### src/rtl/mmbf_sched_pkg.sv
// Shared constants and state encoding for the half-band chain input scheduler.
package mmbf_sched_pkg;

  localparam int CHIDX_WIDTH      = 4;
  localparam int MBF_MAX_CHANNELS = 16;

  typedef enum logic {
    S_READY = 1'b0,
    S_GAP   = 1'b1
  } state_t;

endpackage

### src/rtl/mmbf_sched_fifo.sv
// Per-channel synchronous FIFO with show-ahead head output and synchronous flush.
module mmbf_sched_fifo #(
  parameter int DATA_WIDTH = 24,
  parameter int DEPTH      = 4
) (
  input  logic                  clk,
  input  logic                  rst_n,
  input  logic                  flush,
  input  logic                  push,
  input  logic                  pop,
  input  logic [DATA_WIDTH-1:0] din,
  output logic [DATA_WIDTH-1:0] dout,
  output logic                  empty,
  output logic                  full
);

  localparam int AW = $clog2(DEPTH);

  // The extra pointer MSB tells a full buffer apart from an empty one.
  logic [AW:0]           wr_ptr;
  logic [AW:0]           rd_ptr;
  logic [DATA_WIDTH-1:0] mem [DEPTH];
  logic                  wr_en;
  logic                  rd_en;

  assign empty = (wr_ptr == rd_ptr);
  assign full  = (wr_ptr[AW] != rd_ptr[AW]) && (wr_ptr[AW-1:0] == rd_ptr[AW-1:0]);
  assign wr_en = push && !full && !flush;
  assign rd_en = pop && !empty && !flush;
  assign dout  = mem[rd_ptr[AW-1:0]];

  // NOTE: non-blocking assignments in clocked blocks so every register samples pre-edge values.
  always_ff @(posedge clk or negedge rst_n) begin
    if (!rst_n) begin
      wr_ptr <= '0;
      rd_ptr <= '0;
    end else if (flush) begin
      wr_ptr <= '0;
      rd_ptr <= '0;
    end else begin
      if (wr_en) wr_ptr <= wr_ptr + 1'b1;
      if (rd_en) rd_ptr <= rd_ptr + 1'b1;
    end
  end

  // NOTE: storage is left unreset; the pointers alone define which entries are valid.
  always_ff @(posedge clk) begin
    if (wr_en) mem[wr_ptr[AW-1:0]] <= din;
  end

endmodule

### src/rtl/mmbf_chan_sched.sv
// Round-robin TDM scheduler feeding per-channel samples into the decimation chain with a minimum issue gap.
module mmbf_chan_sched
  import mmbf_sched_pkg::*;
#(
  parameter int DATA_WIDTH = 24,
  parameter int NCH        = 2,
  parameter int FIFO_DEPTH = 4,
  parameter int ISSUE_GAP  = 16
) (
  input  logic                      CLK,
  input  logic                      nRST,
  input  logic [NCH*DATA_WIDTH-1:0] Ch_Data_In,
  input  logic [NCH-1:0]            Ch_Valid,
  output logic [NCH-1:0]            Ch_Ready,
  input  logic [NCH-1:0]            Ch_Enable,
  input  logic                      Cfg_Busy,
  input  logic                      Flush,
  output logic [DATA_WIDTH-1:0]     Data_Out,
  output logic                      Data_Out_Valid,
  output logic [CHIDX_WIDTH-1:0]    Data_Out_ChIdx
);

  localparam int GAP_W = (ISSUE_GAP > 1) ? $clog2(ISSUE_GAP) : 1;
  localparam logic [CHIDX_WIDTH-1:0] LAST_CH = CHIDX_WIDTH'(NCH - 1);

  state_t                   state;
  state_t                   next_state;
  logic [GAP_W-1:0]         gap;
  logic [GAP_W-1:0]         gap_next;
  logic [CHIDX_WIDTH-1:0]   rr_ptr;
  logic [CHIDX_WIDTH-1:0]   grant_idx;
  logic [CHIDX_WIDTH-1:0]   cand;
  logic                     grant_found;
  logic                     issue;

  logic [NCH-1:0]              push;
  logic [NCH-1:0]              pop;
  logic [NCH-1:0]              empty;
  logic [NCH-1:0]              full;
  logic [MBF_MAX_CHANNELS-1:0] eligible;
  logic [DATA_WIDTH-1:0]       head [MBF_MAX_CHANNELS];

  // Channel slots beyond NCH are tied off so the arbiter can index a fixed 16-entry view.
  for (genvar k = 0; k < MBF_MAX_CHANNELS; k++) begin : g_ch
    if (k < NCH) begin : g_used
      assign push[k]     = Ch_Valid[k] && !full[k] && !Flush;
      assign pop[k]      = issue && (grant_idx == CHIDX_WIDTH'(k));
      assign eligible[k] = Ch_Enable[k] && !empty[k];
      assign Ch_Ready[k] = !full[k];

      mmbf_sched_fifo #(
        .DATA_WIDTH (DATA_WIDTH),
        .DEPTH      (FIFO_DEPTH)
      ) u_fifo (
        .clk   (CLK),
        .rst_n (nRST),
        .flush (Flush),
        .push  (push[k]),
        .pop   (pop[k]),
        .din   (Ch_Data_In[k*DATA_WIDTH +: DATA_WIDTH]),
        .dout  (head[k]),
        .empty (empty[k]),
        .full  (full[k])
      );
    end else begin : g_unused
      assign eligible[k] = 1'b0;
      assign head[k]     = '0;
    end
  end

  // Search starts just past the last grant so every enabled channel gets a turn.
  always_comb begin
    // NOTE: every combinational output gets a default first so no path leaves it unassigned (no latch).
    grant_found = 1'b0;
    grant_idx   = rr_ptr;
    cand        = '0;
    for (int i = 1; i <= NCH; i++) begin
      cand = CHIDX_WIDTH'((int'(rr_ptr) + i) % NCH);
      if (!grant_found && eligible[cand]) begin
        grant_found = 1'b1;
        grant_idx   = cand;
      end
    end
  end

  // State register (with gap counter)
  always_ff @(posedge CLK or negedge nRST) begin
    if (!nRST) begin
      state <= S_READY;
      gap   <= '0;
    end else if (Flush) begin
      state <= S_READY;
      gap   <= '0;
    end else begin
      state <= next_state;
      gap   <= gap_next;
    end
  end

  // Next-state logic
  always_comb begin
    next_state = state;
    gap_next   = gap;
    case (state)
      S_READY: begin
        if (issue && (ISSUE_GAP > 1)) begin
          next_state = S_GAP;
          gap_next   = GAP_W'(ISSUE_GAP - 1);
        end
      end
      S_GAP: begin
        gap_next = gap - GAP_W'(1);
        if (gap == GAP_W'(1)) next_state = S_READY;
      end
      default: next_state = S_READY;
    endcase
  end

  // Output decode
  always_comb begin
    issue = (state == S_READY) && !Cfg_Busy && grant_found && !Flush;
  end

  always_ff @(posedge CLK or negedge nRST) begin
    if (!nRST) begin
      rr_ptr         <= LAST_CH;
      Data_Out       <= '0;
      Data_Out_ChIdx <= '0;
      Data_Out_Valid <= 1'b0;
    end else begin
      Data_Out_Valid <= issue;
      if (Flush) begin
        rr_ptr <= LAST_CH;
      end else if (issue) begin
        rr_ptr         <= grant_idx;
        Data_Out       <= head[grant_idx];
        Data_Out_ChIdx <= grant_idx;
      end
    end
  end

endmodule

### config.mk
export PLATFORM = sky130hd
export DESIGN_NAME = mmbf_chan_sched
export DESIGN_NICKNAME = d
export VERILOG_FILES = /design/src/rtl/mmbf_sched_pkg.sv /design/src/rtl/mmbf_sched_fifo.sv /design/src/rtl/mmbf_chan_sched.sv
export SDC_FILE = /design/constraint.sdc
export NUM_CORES = 1
export LEC_CHECK = 0
export CAP_MARGIN = 15
export CORE_ASPECT_RATIO = 0.5
export CORE_UTILIZATION = 52
export CTS_CLUSTER_DIAMETER = 150
export CTS_CLUSTER_SIZE = 12
export DETAILED_ROUTE_END_ITERATION = 6
export GPL_ROUTABILITY_DRIVEN = 0
export PLACE_DENSITY = 0.88
export RECOVER_POWER = 100
export SETUP_SLACK_MARGIN = 0.3
export SYNTH_ARGS = -nofsm -noshare
export SYNTH_HDL_FRONTEND = slang
export SYNTH_SLANG_ARGS = --single-unit
### constraint.sdc
create_clock -name CLK -period 2.16 [get_ports CLK]
set_input_delay 0.648 -clock CLK [delete_from_list [all_inputs] [get_ports CLK]]
set_output_delay 0.648 -clock CLK [all_outputs]
set_load 0.005 [all_outputs]
==> flow_summary.ini, run 1 <==
[outcome]
status = finished with violations
violations = negative setup slack

[layout]
fin_nets = 794
post_layout_nonfiller_instances = 981
finish.utilization_pct = 76.15
fillers = 835
area_growth_pct = 40.67
layout-drive-gt1-share_pct = 39.30

[global_route]
grt_overflow_total = 0
grt_pass1_vias = 6438
use_met3_pct = 6.528
grt-busiest-layer = met2
antenna_found_initial = 4
grt_max_degree = 32
met1_usage_pct = 43.10
grt_pass1_wl_um = 42840
grt.total_usage_pct = 31.96
grt_util_met2_pct = 51.26

[clock_tree]
cts.sinks = 240
cts_tree = done
clk_latency_ns = 0.53
root_buffer = clkbuf_16
path_clk_slew_ns = 0.07
cts_buffers = 23
clock_path_buffers = 3
htreeDepth = 1

[critical_path]
cp_max_fo = 2
crit_path_cell_trace = xor2_2 -> or3_4 -> buf_6
end_kind = output port
slowest_delay_ns = 0.41
required_ns = 1.51
start_kind = register
rrSetupSlack_ns = -0.13
crit_arrival_ns = 1.66
cp_slowest_cell = dfrtp_1
crit_type = reg2out

[synth]
yosysMostFrequentCell = edfxtp_1
synth_fp_nets = 591
yosysWarnings = 0
avgSynthCellArea_sq_um = 18.32
synth_top_cell_area_share_pct = 60.18
synth_edf_count = 192
yosysTopAreaCell = edfxtp_1
ys_seq_elements = 240
synth_ff_type = edfxtp_1
synthTopCellsByCount = edfxtp_1 (192), nand2b_1 (49), mux4_2 (48)
synth_cell_types = 45
synth-async-reset-ratio_pct = 20.00
synth_area_sq_um = 9580
seq_area_frac_synth_pct = 72.73
postSynthCellCount = 523
synth_area_leaders = edfxtp_1 (60%), dfrtp_1 (12%), mux4_2 (11%), nand2b_1 (3.2%), a31oi_1 (1.6%)

[worst_hold_path]
hold_class = in2async

[routing]
final_antenna_net_count = 0
wire_per_inst_um = 32.90
dr.pass1.iters = 5
drt_first_iter_violations = 822
vias = 6460
drc = 0
totalWireLength_um = 32270
viasPerCell = 6.585

[die]
initial_core_util_pct = 54.14
dieArea_sq_um = 19000
die_w_um = 194.0
io_pins = 87
rows = 34
coreArea_sq_um = 17700
die_h_um = 97.98

[power]
power_w = 0.01285
peakVddDrop_uv = 520.2
leakagePower_nw = 4.756
power_density_nw_per_um2 = 953.7

[place]
numPortBuffers = 86
pre_cts_ws_ns = -0.2406
detailed_place_hpwl_um = 13360
place_inst = 861

[sta]
clock_skew_ns = 0.01330
setup_viol = 22
hold_violations = 0
clock.fmax_ghz = 0.4339
min_period_ns = 2.305
slew_viol_final = 0
min_period_over_period_pct = 106.7
slew_headroom_pct = 9.757
setup_ws_ns = -0.1448
worst_slew_pin_slew_ns = 1.354
rsz0062_at_grt = true

[run]
drv_cap = 0
-- critical path, delay by kind of cell, from the launching register on --
kind          cells  cell delay (ns)
simple gates      1             0.39
xor+xnor          1             0.20
buf+inv           1             0.13
flops             1             0.41
-- report_power, final --
part           internal, W  total (W)  leakage [nW]  switching [W]
combinational      0.00174    0.00326          2.12        0.00152
clock              0.00203    0.00387         0.315        0.00184
sequential         0.00537    0.00572          2.32       0.000348
-- metal layers --
metal  vias up  wire [um]
met4         0       1619
met5         -          0
met3       120       3773
li1       2454          -
met1      3285      12000
met2       601      14880
-- final timing paths --
check                                           startpoint                               to  cells past startpoint
max reg2reg                g_ch[1].g_used.u_fifo.rd_ptr[0]                     Data_Out[17]                     12
min reg2reg                              Data_Out_ChIdx[3]                Data_Out_ChIdx[3]                      1
max in group asynchronous                             nRST  g_ch[0].g_used.u_fifo.rd_ptr[0]                      2
min                                                   nRST                     Data_Out[14]                      1
max                        g_ch[1].g_used.u_fifo.rd_ptr[0]                      Ch_Ready[1]                      3
min in group CLK                         Data_Out_ChIdx[3]                Data_Out_ChIdx[3]                      1
-- stage by stage --
| step | hold WS [ns] | setup TNS (ns) | instance area (sq um) |
|---|---|---|---|
| 2_1_floorplan | 0.3524 | 0 | 9643 |
| 3_3_place_gp | 0.4813 | -26.33 | 11190 |
| 3_5_place_dp | 0.4862 | -31.96 | 11190 |
| 4_1_cts | 0.09673 | -0.1384 | 13110 |
| 5_1_grt | 0.4258 | -3.047 | 13470 |
| 6_report | 0.3982 | -1.054 | 13480 |
-- kinds of logic after synthesis --
family / share of synthesized area (%)
multiplexers: 11.60
flip-flops: 72.73
adder cells (fa/ha/maj): 1.567
buffers and inverters: 1.750
AO/OA/AOI/OAI: 4.127
AND/OR/NAND/NOR: 6.530
XOR/XNOR: 1.698
-- state kept, by name, indices dropped and copies added (netlist names) --
| register | cells |
|---|---|
| gap | 4 |
| state | 1 |
| rr_ptr | 2 |
| Data_Out_Valid | 1 |
| Data_Out | 24 |
| g_ch.g_used.u_fifo.mem | 192 |
| g_ch.g_used.u_fifo.rd_ptr | 6 |
| Data_Out_ChIdx | 4 |
| g_ch.g_used.u_fifo.wr_ptr | 6 |
-- layout by cell type, fill, tap and decap left out, drive strengths merged, types with 5 or more instances in the layout --
master / count
buf: 109
a21oi: 8
inv: 10
dlygate4sd2: 8
nor2: 40
clkbuf: 55
ha: 12
edfxtp: 192
mux4: 48
nand2b: 49
and2: 9
clkdlybuf4s25: 17
clkdlybuf4s50: 5
dlygate4sd3: 49
xnor2: 9
dfrtp: 47
xor2: 7
a31oi: 24
nand2: 6
-- timing repair --
item                                    CTS  global route
setup buffers                            41            16
pin swaps                                29            25
hold buffers                              0             0
endpoints found under the setup margin  160           253
gates cloned                             13             4
gates resized for setup                 177            53
-- final cells by class --
class | instances | area (sq um) | share of cell area [%]
clock inverter | 1 | 20.02 | 0.1485
timing repair buffer | 203 | 2332 | 17.31
inverter | 9 | 33.78 | 0.2507
clock buffer | 41 | 643.1 | 4.772
sequential | 240 | 6977 | 51.77
multi-input combinational | 249 | 3168 | 23.51
antenna | 4 | 10.01 | 0.07427
tap | 234 | 292.8 | 2.172
Note: power is estimated with default switching activity, not from simulation.
==> run 2, diff against run 1 <==
RECOVER_POWER = default   (was 100)
==> flow_summary.ini, run 2 (synthesis gave the netlist of run 1 again) <==
[critical_path]
required_ns = 1.51
ff2ff_path_depth = 12
crit_path_cell_trace = xor2_2 -> or3_4 -> buf_6
slowest_delay_ns = 0.41
end_kind = output port
cp_slowest_cell = dfrtp_1
startpoint = g_ch[1].g_used.u_fifo.rd_ptr[0]
r2r-start = g_ch[1].g_used.u_fifo.rd_ptr[0]
cp_max_fo = 2
crit_arrival_ns = 1.66
crit_type = reg2out
r2r_end = Data_Out[17]
rrSetupSlack_ns = -0.14
start_kind = register

[clock_tree]
htreeDepth = 1
postCtsHoldBufs = 0
clock_path_buffers = 3
clk_latency_ns = 0.53
path_clk_slew_ns = 0.07
cts_buffers = 23
cts.sinks = 240
cts_tree = done
root_buffer = clkbuf_16

[layout]
fin_nets = 794
antenna_cells = 0
fillers = 818
post_layout_nonfiller_instances = 977
seq_area_sq_um = 6978
final_cell_mix = edfxtp_1 (192), buf_4 (55), clkdlybuf4s50_1 (54), mux4_2 (48), dfrtp_1 (39)
finish.utilization_pct = 76.65
layout-drive-gt1-share_pct = 40.78
multiInputGateArea_sq_um = 3192
area_growth_pct = 41.60
final_common_cell = edfxtp_1
largest_reg_flops = 192

[place]
detailed_place_hpwl_um = 13360
numPortBuffers = 86
pre_cts_ws_ns = -0.2406
place_inst = 861

[sta]
setup_ws_ns = -0.1444
hold_violations = 0
clock.fmax_ghz = 0.4339
min_period_ns = 2.304
finalHoldWorstSlack_ns = 0.1117
clock_skew_ns = 0.01408
slew_headroom_pct = 59.96
min_period_over_period_pct = 106.7
worst_slew_pin_slew_ns = 0.6006
slew_viol_final = 0
setup_viol = 18
rsz0062_at_grt = true

[routing]
wire_per_inst_um = 33.06
final_antenna_net_count = 0
drc = 0
totalWireLength_um = 32300
drt_first_iter_violations = 857
vias = 6428
dr.pass1.iters = 5
viasPerCell = 6.579

[die]
die_h_um = 97.98
dieArea_sq_um = 19000
die_w_um = 194.0
io_pins = 87
initial_core_util_pct = 54.14
rows = 34
coreArea_sq_um = 17700

[global_route]
grt_pass1_wl_um = 42840
grt.total_usage_pct = 31.96
grt_max_degree = 32
grt_pass1_vias = 6438
grt_overflow_total = 0
antenna_found_initial = 0

[power]
power_density_nw_per_um2 = 948.5
power_w = 0.01287
leakagePower_nw = 4.788
peakVddDrop_uv = 518.4

[worst_hold_path]
hold_class = in2async

[outcome]
violations = negative setup slack
status = finished with violations

[run]
drv_cap = 0
==> run 2: area by class of cell <==
cell class                      count  share of cell area, %
Clock buffer                       41                  4.741
Clock inverter                      1                 0.1476
Inverter                            9                 0.2490
Multi-Input combinational cell    249                  23.53
Sequential cell                   240                  51.44
Tap cell                          234                  2.158
Timing Repair Buffer              203                  17.74
==> run 2: report_power, final <==
part / switching, W / internal, W
logic: 0.00152 / 0.00175
clock network: 0.00184 / 0.00203
registers: 0.000350 / 0.00537
total: 0.00372 / 0.00915
==> run 2: timing repair <==
| action | 4_1_cts | 5_1_grt |
|---|---|---|
| pin swaps | 29 | 25 |
| endpoints found under the setup margin | 160 | 253 |
| setup buffers | 41 | 16 |
| endpoints found under the hold margin | 0 | 0 |
| gates resized for setup | 177 | 53 |
| gates cloned | 13 | 4 |
==> run 2: how the worst max path moves through the flow <==
stage                                       endpoint  slack [ns]  depth (start not counted)
floorplan            g_ch[1].g_used.u_fifo.mem[0][0]        0.21                          6
finish                                   Ch_Ready[1]       -0.14                          3
CTS                                      Ch_Ready[1]       -0.12                          3
global route                             Data_Out[8]       -0.17                         12
detailed placement                      Data_Out[14]       -0.24                          6
global placement    g_ch[0].g_used.u_fifo.mem[1][11]       -0.16                          5
==> run 2: metal layers <==
layer  global-route usage (%)  part of all wire [%]  up-vias
met2                    51.26                    46      573
met5                        0                     0        -
met1                    43.10                    37     3282
met4                    14.47                   5.5        0
li1                         -                     -     2448
met3                    6.528                    11      125
==> run 2: worst max-delay path, delay by kind of cell, from the launching register on <==
family | cells | cell delay, ns
DFF | 1 | 0.41
and+or+nand+nor | 1 | 0.39
xor gates and xnor gates | 1 | 0.20
buffers and inverters | 1 | 0.13
==> run 2: stage by stage <==
step           setup TNS, ns  cell area [sq um]
3_5_place_dp          -31.96              11190
2_1_floorplan              0               9643
5_1_grt               -1.847              13570
3_3_place_gp          -26.33              11190
6_report             -0.9429              13570
4_1_cts              -0.1384              13110
